===== src/rtl/uart_mem_loader.sv =====
// uart_mem_loader: receives a length-prefixed 8N1 byte stream and writes it into
// data memory as 32-bit little-endian words before the CPU is released.
// Optional feature: define UART_MEM_LOADER_CHECKSUM_EN to require a trailing
// XOR checksum byte covering the length and data bytes.
module uart_mem_loader #(
    parameter int          CLKS_PER_BIT = 868,
    parameter logic [31:0] BASE_ADDR    = 32'h0000_0000
) (
    input  logic        clk,
    input  logic        reset,
    input  logic        rx,
    output logic        mem_write,
    output logic [31:0] mem_addr,
    output logic [31:0] mem_wdata,
    output logic        busy,
    output logic        done,
    output logic        error,
    output logic [15:0] word_count
);

    localparam int          CW        = $clog2(CLKS_PER_BIT);
    localparam logic [CW-1:0] BIT_LAST  = CW'(CLKS_PER_BIT - 1);
    localparam logic [CW-1:0] HALF_LAST = CW'(CLKS_PER_BIT / 2 - 1);

`ifdef UART_MEM_LOADER_CHECKSUM_EN
    localparam bit CSUM_EN = 1'b1;
`else
    localparam bit CSUM_EN = 1'b0;
`endif

    typedef enum logic [1:0] {
        RX_IDLE,
        RX_START,
        RX_DATA,
        RX_STOP
    } rx_state_t;

`ifdef UART_MEM_LOADER_CHECKSUM_EN
    typedef enum logic [2:0] {
        FR_LEN_LO,
        FR_LEN_HI,
        FR_DATA,
        FR_CSUM,
        FR_DONE,
        FR_ERROR
    } fr_state_t;
`else
    typedef enum logic [2:0] {
        FR_LEN_LO,
        FR_LEN_HI,
        FR_DATA,
        FR_DONE,
        FR_ERROR
    } fr_state_t;
`endif

    logic            r_rxMeta;
    logic            r_rxSync;
    logic            r_rxPrev;
    rx_state_t       r_rxState;
    rx_state_t       w_rxNext;
    logic [CW-1:0]   r_clkCnt;
    logic [2:0]      r_bitIdx;
    logic [7:0]      r_shift;
    logic            r_byteValid;
    logic            r_frameErr;
    logic            w_sampleBit;
    logic            w_byteDone;
    logic            w_frameErrNow;
    logic            w_startOk;

    fr_state_t       r_frState;
    fr_state_t       w_frNext;
    logic [7:0]      r_lenLo;
    logic [15:0]     r_lenWords;
    logic [15:0]     r_wordIdx;
    logic [1:0]      r_byteIdx;
    logic [23:0]     r_wordBuf;
    logic            r_memWrite;
    logic [31:0]     r_memAddr;
    logic [31:0]     r_memWdata;
    logic            r_lastWrite;
    logic [15:0]     r_wordCount;
    logic            r_busy;
    logic            r_done;
    logic            r_error;
    logic            w_writeWord;
    logic            w_lastWord;
    logic            w_finishNow;
    logic            w_failNow;
    logic            w_terminal;

`ifdef UART_MEM_LOADER_CHECKSUM_EN
    logic [7:0]      r_xor;
`endif

    // Bring the asynchronous rx pin into the clock domain and keep the previous
    // synced value so a falling edge can be detected.
    always_ff @(posedge clk or posedge reset) begin
        if (reset) begin
            r_rxMeta <= 1'b1;
            r_rxSync <= 1'b1;
            r_rxPrev <= 1'b1;
        end else begin
            r_rxMeta <= rx;
            r_rxSync <= r_rxMeta;
            r_rxPrev <= r_rxSync;
        end
    end

    // Bit receiver next-state: validate start bit at mid-bit, then sample each
    // data bit and the stop bit one bit period apart.
    always_comb begin
        w_rxNext      = r_rxState;
        w_sampleBit   = 1'b0;
        w_byteDone    = 1'b0;
        w_frameErrNow = 1'b0;
        w_startOk     = 1'b0;
        case (r_rxState)
            RX_IDLE: begin
                if (r_rxPrev && !r_rxSync) begin
                    w_rxNext = RX_START;
                end
            end
            RX_START: begin
                if (r_clkCnt == HALF_LAST) begin
                    if (!r_rxSync) begin
                        w_rxNext  = RX_DATA;
                        w_startOk = 1'b1;
                    end else begin
                        w_rxNext = RX_IDLE;
                    end
                end
            end
            RX_DATA: begin
                if (r_clkCnt == BIT_LAST) begin
                    w_sampleBit = 1'b1;
                    if (r_bitIdx == 3'd7) begin
                        w_rxNext = RX_STOP;
                    end
                end
            end
            RX_STOP: begin
                if (r_clkCnt == BIT_LAST) begin
                    w_rxNext = RX_IDLE;
                    if (r_rxSync) begin
                        w_byteDone = 1'b1;
                    end else begin
                        w_frameErrNow = 1'b1;
                    end
                end
            end
            default: w_rxNext = RX_IDLE;
        endcase
    end

    // Bit receiver registers: state, bit-period counter, shift register and the
    // one-cycle byte-valid / framing-error pulses.
    always_ff @(posedge clk or posedge reset) begin
        if (reset) begin
            r_rxState   <= RX_IDLE;
            r_clkCnt    <= '0;
            r_bitIdx    <= 3'd0;
            r_shift     <= 8'd0;
            r_byteValid <= 1'b0;
            r_frameErr  <= 1'b0;
        end else begin
            r_rxState   <= w_rxNext;
            r_byteValid <= w_byteDone;
            r_frameErr  <= w_frameErrNow;
            if (r_rxState == RX_IDLE || w_rxNext != r_rxState || w_sampleBit) begin
                r_clkCnt <= '0;
            end else begin
                r_clkCnt <= r_clkCnt + CW'(1);
            end
            if (w_startOk) begin
                r_bitIdx <= 3'd0;
            end else if (w_sampleBit) begin
                r_bitIdx <= r_bitIdx + 3'd1;
                r_shift  <= {r_rxSync, r_shift[7:1]};
            end
        end
    end

    assign w_terminal = (r_frState == FR_DONE) || (r_frState == FR_ERROR);

    // Frame next-state: length capture, word assembly, optional checksum and the
    // two terminal states; a framing error anywhere before the end is fatal.
    always_comb begin
        w_frNext    = r_frState;
        w_writeWord = 1'b0;
        w_lastWord  = 1'b0;
        w_finishNow = 1'b0;
        w_failNow   = 1'b0;
        if (r_frameErr && !w_terminal) begin
            w_frNext  = FR_ERROR;
            w_failNow = 1'b1;
        end else if (r_byteValid) begin
            case (r_frState)
                FR_LEN_LO: w_frNext = FR_LEN_HI;
                FR_LEN_HI: begin
                    if ({r_shift, r_lenLo} == 16'd0) begin
`ifdef UART_MEM_LOADER_CHECKSUM_EN
                        w_frNext = FR_CSUM;
`else
                        w_frNext    = FR_DONE;
                        w_finishNow = 1'b1;
`endif
                    end else begin
                        w_frNext = FR_DATA;
                    end
                end
                FR_DATA: begin
                    if (r_byteIdx == 2'd3) begin
                        w_writeWord = 1'b1;
                        if (r_wordIdx == r_lenWords - 16'd1) begin
                            w_lastWord = 1'b1;
`ifdef UART_MEM_LOADER_CHECKSUM_EN
                            w_frNext = FR_CSUM;
`else
                            w_frNext = FR_DONE;
`endif
                        end
                    end
                end
`ifdef UART_MEM_LOADER_CHECKSUM_EN
                FR_CSUM: begin
                    if (r_shift == r_xor) begin
                        w_frNext    = FR_DONE;
                        w_finishNow = 1'b1;
                    end else begin
                        w_frNext  = FR_ERROR;
                        w_failNow = 1'b1;
                    end
                end
`endif
                default: ;
            endcase
        end
    end

    // Frame registers: length, word assembly, the registered memory write and
    // the word counter that follows each write by one edge.
    always_ff @(posedge clk or posedge reset) begin
        if (reset) begin
            r_frState   <= FR_LEN_LO;
            r_lenLo     <= 8'd0;
            r_lenWords  <= 16'd0;
            r_wordIdx   <= 16'd0;
            r_byteIdx   <= 2'd0;
            r_wordBuf   <= 24'd0;
            r_memWrite  <= 1'b0;
            r_memAddr   <= BASE_ADDR;
            r_memWdata  <= 32'd0;
            r_lastWrite <= 1'b0;
            r_wordCount <= 16'd0;
        end else begin
            r_frState  <= w_frNext;
            r_memWrite <= w_writeWord;
            if (r_byteValid && !r_frameErr) begin
                if (r_frState == FR_LEN_LO) begin
                    r_lenLo <= r_shift;
                end
                if (r_frState == FR_LEN_HI) begin
                    r_lenWords <= {r_shift, r_lenLo};
                end
                if (r_frState == FR_DATA) begin
                    r_byteIdx <= r_byteIdx + 2'd1;
                    case (r_byteIdx)
                        2'd0:    r_wordBuf[7:0]   <= r_shift;
                        2'd1:    r_wordBuf[15:8]  <= r_shift;
                        2'd2:    r_wordBuf[23:16] <= r_shift;
                        default: ;
                    endcase
                end
            end
            if (w_writeWord) begin
                r_memWdata  <= {r_shift, r_wordBuf};
                r_memAddr   <= BASE_ADDR + {14'd0, r_wordIdx, 2'b00};
                r_lastWrite <= w_lastWord;
                r_wordIdx   <= r_wordIdx + 16'd1;
            end
            if (r_memWrite) begin
                r_wordCount <= r_wordCount + 16'd1;
            end
        end
    end

`ifdef UART_MEM_LOADER_CHECKSUM_EN
    // Running XOR over both length bytes and every data byte.
    always_ff @(posedge clk or posedge reset) begin
        if (reset) begin
            r_xor <= 8'd0;
        end else if (r_byteValid && !r_frameErr &&
                     (r_frState == FR_LEN_LO || r_frState == FR_LEN_HI || r_frState == FR_DATA)) begin
            r_xor <= r_xor ^ r_shift;
        end
    end
`endif

    // Status flags: busy from the first accepted start bit, falling on the same
    // edge that the sticky done or error flag rises.
    always_ff @(posedge clk or posedge reset) begin
        if (reset) begin
            r_busy  <= 1'b0;
            r_done  <= 1'b0;
            r_error <= 1'b0;
        end else if (w_failNow) begin
            r_error <= 1'b1;
            r_busy  <= 1'b0;
        end else if (w_finishNow || (r_memWrite && r_lastWrite && !CSUM_EN)) begin
            r_done <= 1'b1;
            r_busy <= 1'b0;
        end else if (w_startOk && !w_terminal && !r_done && !r_error) begin
            r_busy <= 1'b1;
        end
    end

    assign mem_write  = r_memWrite;
    assign mem_addr   = r_memAddr;
    assign mem_wdata  = r_memWdata;
    assign busy       = r_busy;
    assign done       = r_done;
    assign error      = r_error;
    assign word_count = r_wordCount;

endmodule

===== config.mk =====
export PLATFORM = sky130hd
export DESIGN_NAME = uart_mem_loader
export DESIGN_NICKNAME = d
export VERILOG_FILES = /design/src/rtl/uart_mem_loader.sv
export SDC_FILE = /design/constraint.sdc
export NUM_CORES = 1
export LEC_CHECK = 0
export CORE_MARGIN = 2
export CORE_UTILIZATION = 60
export DETAILED_ROUTE_END_ITERATION = 12
export DONT_BUFFER_PORTS = 1
export PLACE_DENSITY = 0.76
export REMOVE_ABC_BUFFERS = 1
export SLEW_MARGIN = 10
export SYNTH_ARGS = -nofsm -noshare
export SYNTH_HDL_FRONTEND = slang
export SYNTH_SLANG_ARGS = --single-unit

===== constraint.sdc =====
create_clock -name clk -period 7 [get_ports clk]
set_input_delay 0.35 -clock clk [delete_from_list [all_inputs] [get_ports clk]]
set_output_delay 0.35 -clock clk [all_outputs]
set_load 0.05 [all_outputs]

==> results.cfg <==
[run_status]
status = completed

[cells_and_area]
drive_above_1_share_pct = 14.1
multi_input_area_mm2 = 0.00298
nFillCells = 925
final_nets = 703
ff_latch_area_mm2 = 0.00416
final_util_pct = 66.4
stdcell_count = 849
syn_to_final_growth_pct = 8.31
diodes = 0

[clock_network]
clockRootBuffer = clkbuf_16
cts_tree = done
path_clk_slew_ns = 0.07
htreeDepth = 4
worstSkewPairLatency_ns = 0.43
clock-sinks = 166
cts.path.max_buffers = 2
cts_buffers = 17

[global_routing]
use_met1_pct = 29.8
met2_usage_pct = 36.0
grt_max_degree = 99
grt_pass1_wl_mm = 23.3
antenna_found_initial = 0
gr-total-overflow = 0
grt_pass1_vias = 4852
grtUsageTotal_pct = 22.5
busiest_layer = met2
grt_use_met3_pct = 5.64

[timing]
min_period_ns = 3.26
hold_violations = 0
min_period_over_period_pct = 46.6
finalSetupViolCount = 0
maxSlewHeadroom_pct = 35.2
fmax_mhz = 307
grt_setup_unrepaired = no
hold_ws_ns = 0.356
setup-tns-final_ns = 0
worst_slew_pin_slew_ns = 0.969
skew_ns = 0.00800
slew_violations = 0

[logic_synthesis]
synth_top_area_share_pct = 55.4
postSynth.asyncResetShare_pct = 100
synth_flop_cell = dfrtp_1
yosysUniqueCellTypes = 47
synthCells = 697
yosysTopAreaCell = dfrtp_1
avgSynthCellArea_um2 = 10.6
synth_most_common_cell = nand2_1
synth_area_leaders = dfrtp_1, nand2_1, mux2_2
synth_edf_count = 0
synthTopCellsByCount = nand2_1, dfrtp_1, mux2_2, xnor2_1, nor2_1
synth_seq_cells = 166
synth_warnings = 0
syn_area_mm2 = 0.00736
yosysSeqAreaShare_pct = 56.5

[setup_path]
crit_type = register to register
r2r_cells = 10
required_ns = 7.31
cp-start-kind = register
r2r_slack_ns = 3.74
crit_path_max_fanout = 52
cp-end-kind = register
worstPathArrival_ns = 3.57

[placement]
port_buffers = 0
dp_hpwl_mm = 8.99
placed_cells = 815
gp_congestion = 0.882

[drt]
drcViolationCount = 0
drtPass1Iterations = 4
wl_per_cell_um = 15.9
totalWireLength_mm = 13.5
vias = 4722
viasPerCell = 5.56
first_iter_violations = 254
ant_nets = 0

[floorplan]
coreArea_mm2 = 0.0120
rows = 40
die_area_mm2 = 0.0132
top_level_ports = 87
start_util_pct = 61.3
die_w_um = 115
die_h_um = 115

[power]
p_sw_share_pct = 23.9
leakage_nw = 4.09
power_frac_comb_pct = 4.1
intPower_mw = 1.52
switchingPower_mw = 0.477
power_frac_clock_pct = 45.3
vdd_drop_max_v = 0.000170
powerDensity_mw_per_mm2 = 250
power_frac_seq_pct = 50.5

[hold_path]
hold_class = register to register
holdPathStages = 0

[flow_run]
max_cap_violations = 0
-- cell usage in the layout, fill, tap and decap left out, drive strengths merged, types with 4 or more instances in the layout --
master / instances
nand3: 17
nor3: 5
nor4: 10
nand2b: 5
conb: 16
dfrtp: 163
o211ai: 4
and3: 8
nand4: 9
and2: 4
xnor2: 41
o21ai: 13
clkbuf: 20
inv: 15
ha: 11
xor2: 18
nand2: 196
nor2: 35
mux2: 57
clkinvlp: 5
-- metal layers --
metal / share of wire [%] / wire length [um] / vias to the layer above
li1: - / - / 2255
met4: 1.8 / 248 / 0
met1: 45 / 6090 / 2348
met3: 4.2 / 575 / 21
met2: 49 / 6630 / 98
met5: 0 / 0 / -
-- path summary, 6_finish.rpt --
path	start	to
max	r_frState[0]	r_wordIdx[15]
min	r_rxMeta	r_rxSync
max reg2reg	r_frState[0]	r_wordIdx[15]
min reg2reg	r_rxMeta	r_rxSync
max in group asynchronous	reset	r_lastWrite
min in group asynchronous	reset	mem_wdata[17]
-- registers in the layout (all words and copies together), names as in the netlist --
name,cells
busy,1
done,1
error,1
mem_addr,16
mem_wdata,32
mem_write,1
r_bitIdx,3
r_byteIdx,2
r_byteValid,1
r_clkCnt,10
r_frState,3
r_frameErr,1
r_lastWrite,1
r_lenLo,8
r_lenWords,16
r_rxMeta,1
r_rxPrev,1
r_rxState,2
r_rxSync,1
r_shift,8
r_wordBuf,24
r_wordIdx,16
word_count,16
-- cells by family after synthesis --
kind of cell               Yosys count  synth area share [%]
xor gates and xnor gates            59                  7.02
adders and majority gates           11                  1.87
buffers and inverters               57                  3.93
and+or+nand+nor                    310                  18.6
AOI/OAI and AO/OA                   35                  3.23
muxes                               58                  8.85
DFF                                166                  56.5
other                                1                0.0509
-- area by class of cell --
type                            instances  area share [%]
Clock buffer                           20            5.73
Clock inverter                         12            1.46
Inverter                               10           0.533
Multi-Input combinational cell        489            37.3
Sequential cell                       166            52.1
Tap cell                              147            2.31
Timing Repair Buffer                    5           0.533
-- what timing repair did --
item,in CTS,in global routing
gates resized for setup,0,0
hold buffers,2,0
setup buffers,0,0
hold endpoints to repair,8,0
-- worst max-delay path: stages, from the launching register on --
cell     delay [ns]
dfrtp_1        0.47
nor4b_1        0.29
and2_1         0.31
nand2_2        0.07
buf_4          0.30
inv_1          0.42
buf_4          0.45
nand4_1        0.26
nor2_1         0.27
nand4_1        0.14
xnor2_1        0.15
-- stage by stage --
step	instance area, um^2	setup WS (ns)	power [mW]
after floorplan	7170	2.16	1.09
after global placement	7380	3.89	1.10
after detailed placement	7380	3.73	1.11
after CTS	7980	3.72	2.01
after global routing	7980	3.41	2.06
final	7980	3.74	2.00
-- power groups by stage --
stage	clock network, mW	logic [mW]	registers [mW]
after floorplan	0	0.0713	1.02
after global placement	0	0.0802	1.02
after detailed placement	0	0.0828	1.02
after CTS	0.916	0.0847	1.01
after global routing	0.956	0.0936	1.01
final	0.905	0.0826	1.01
(Power assumes the default switching activity.)
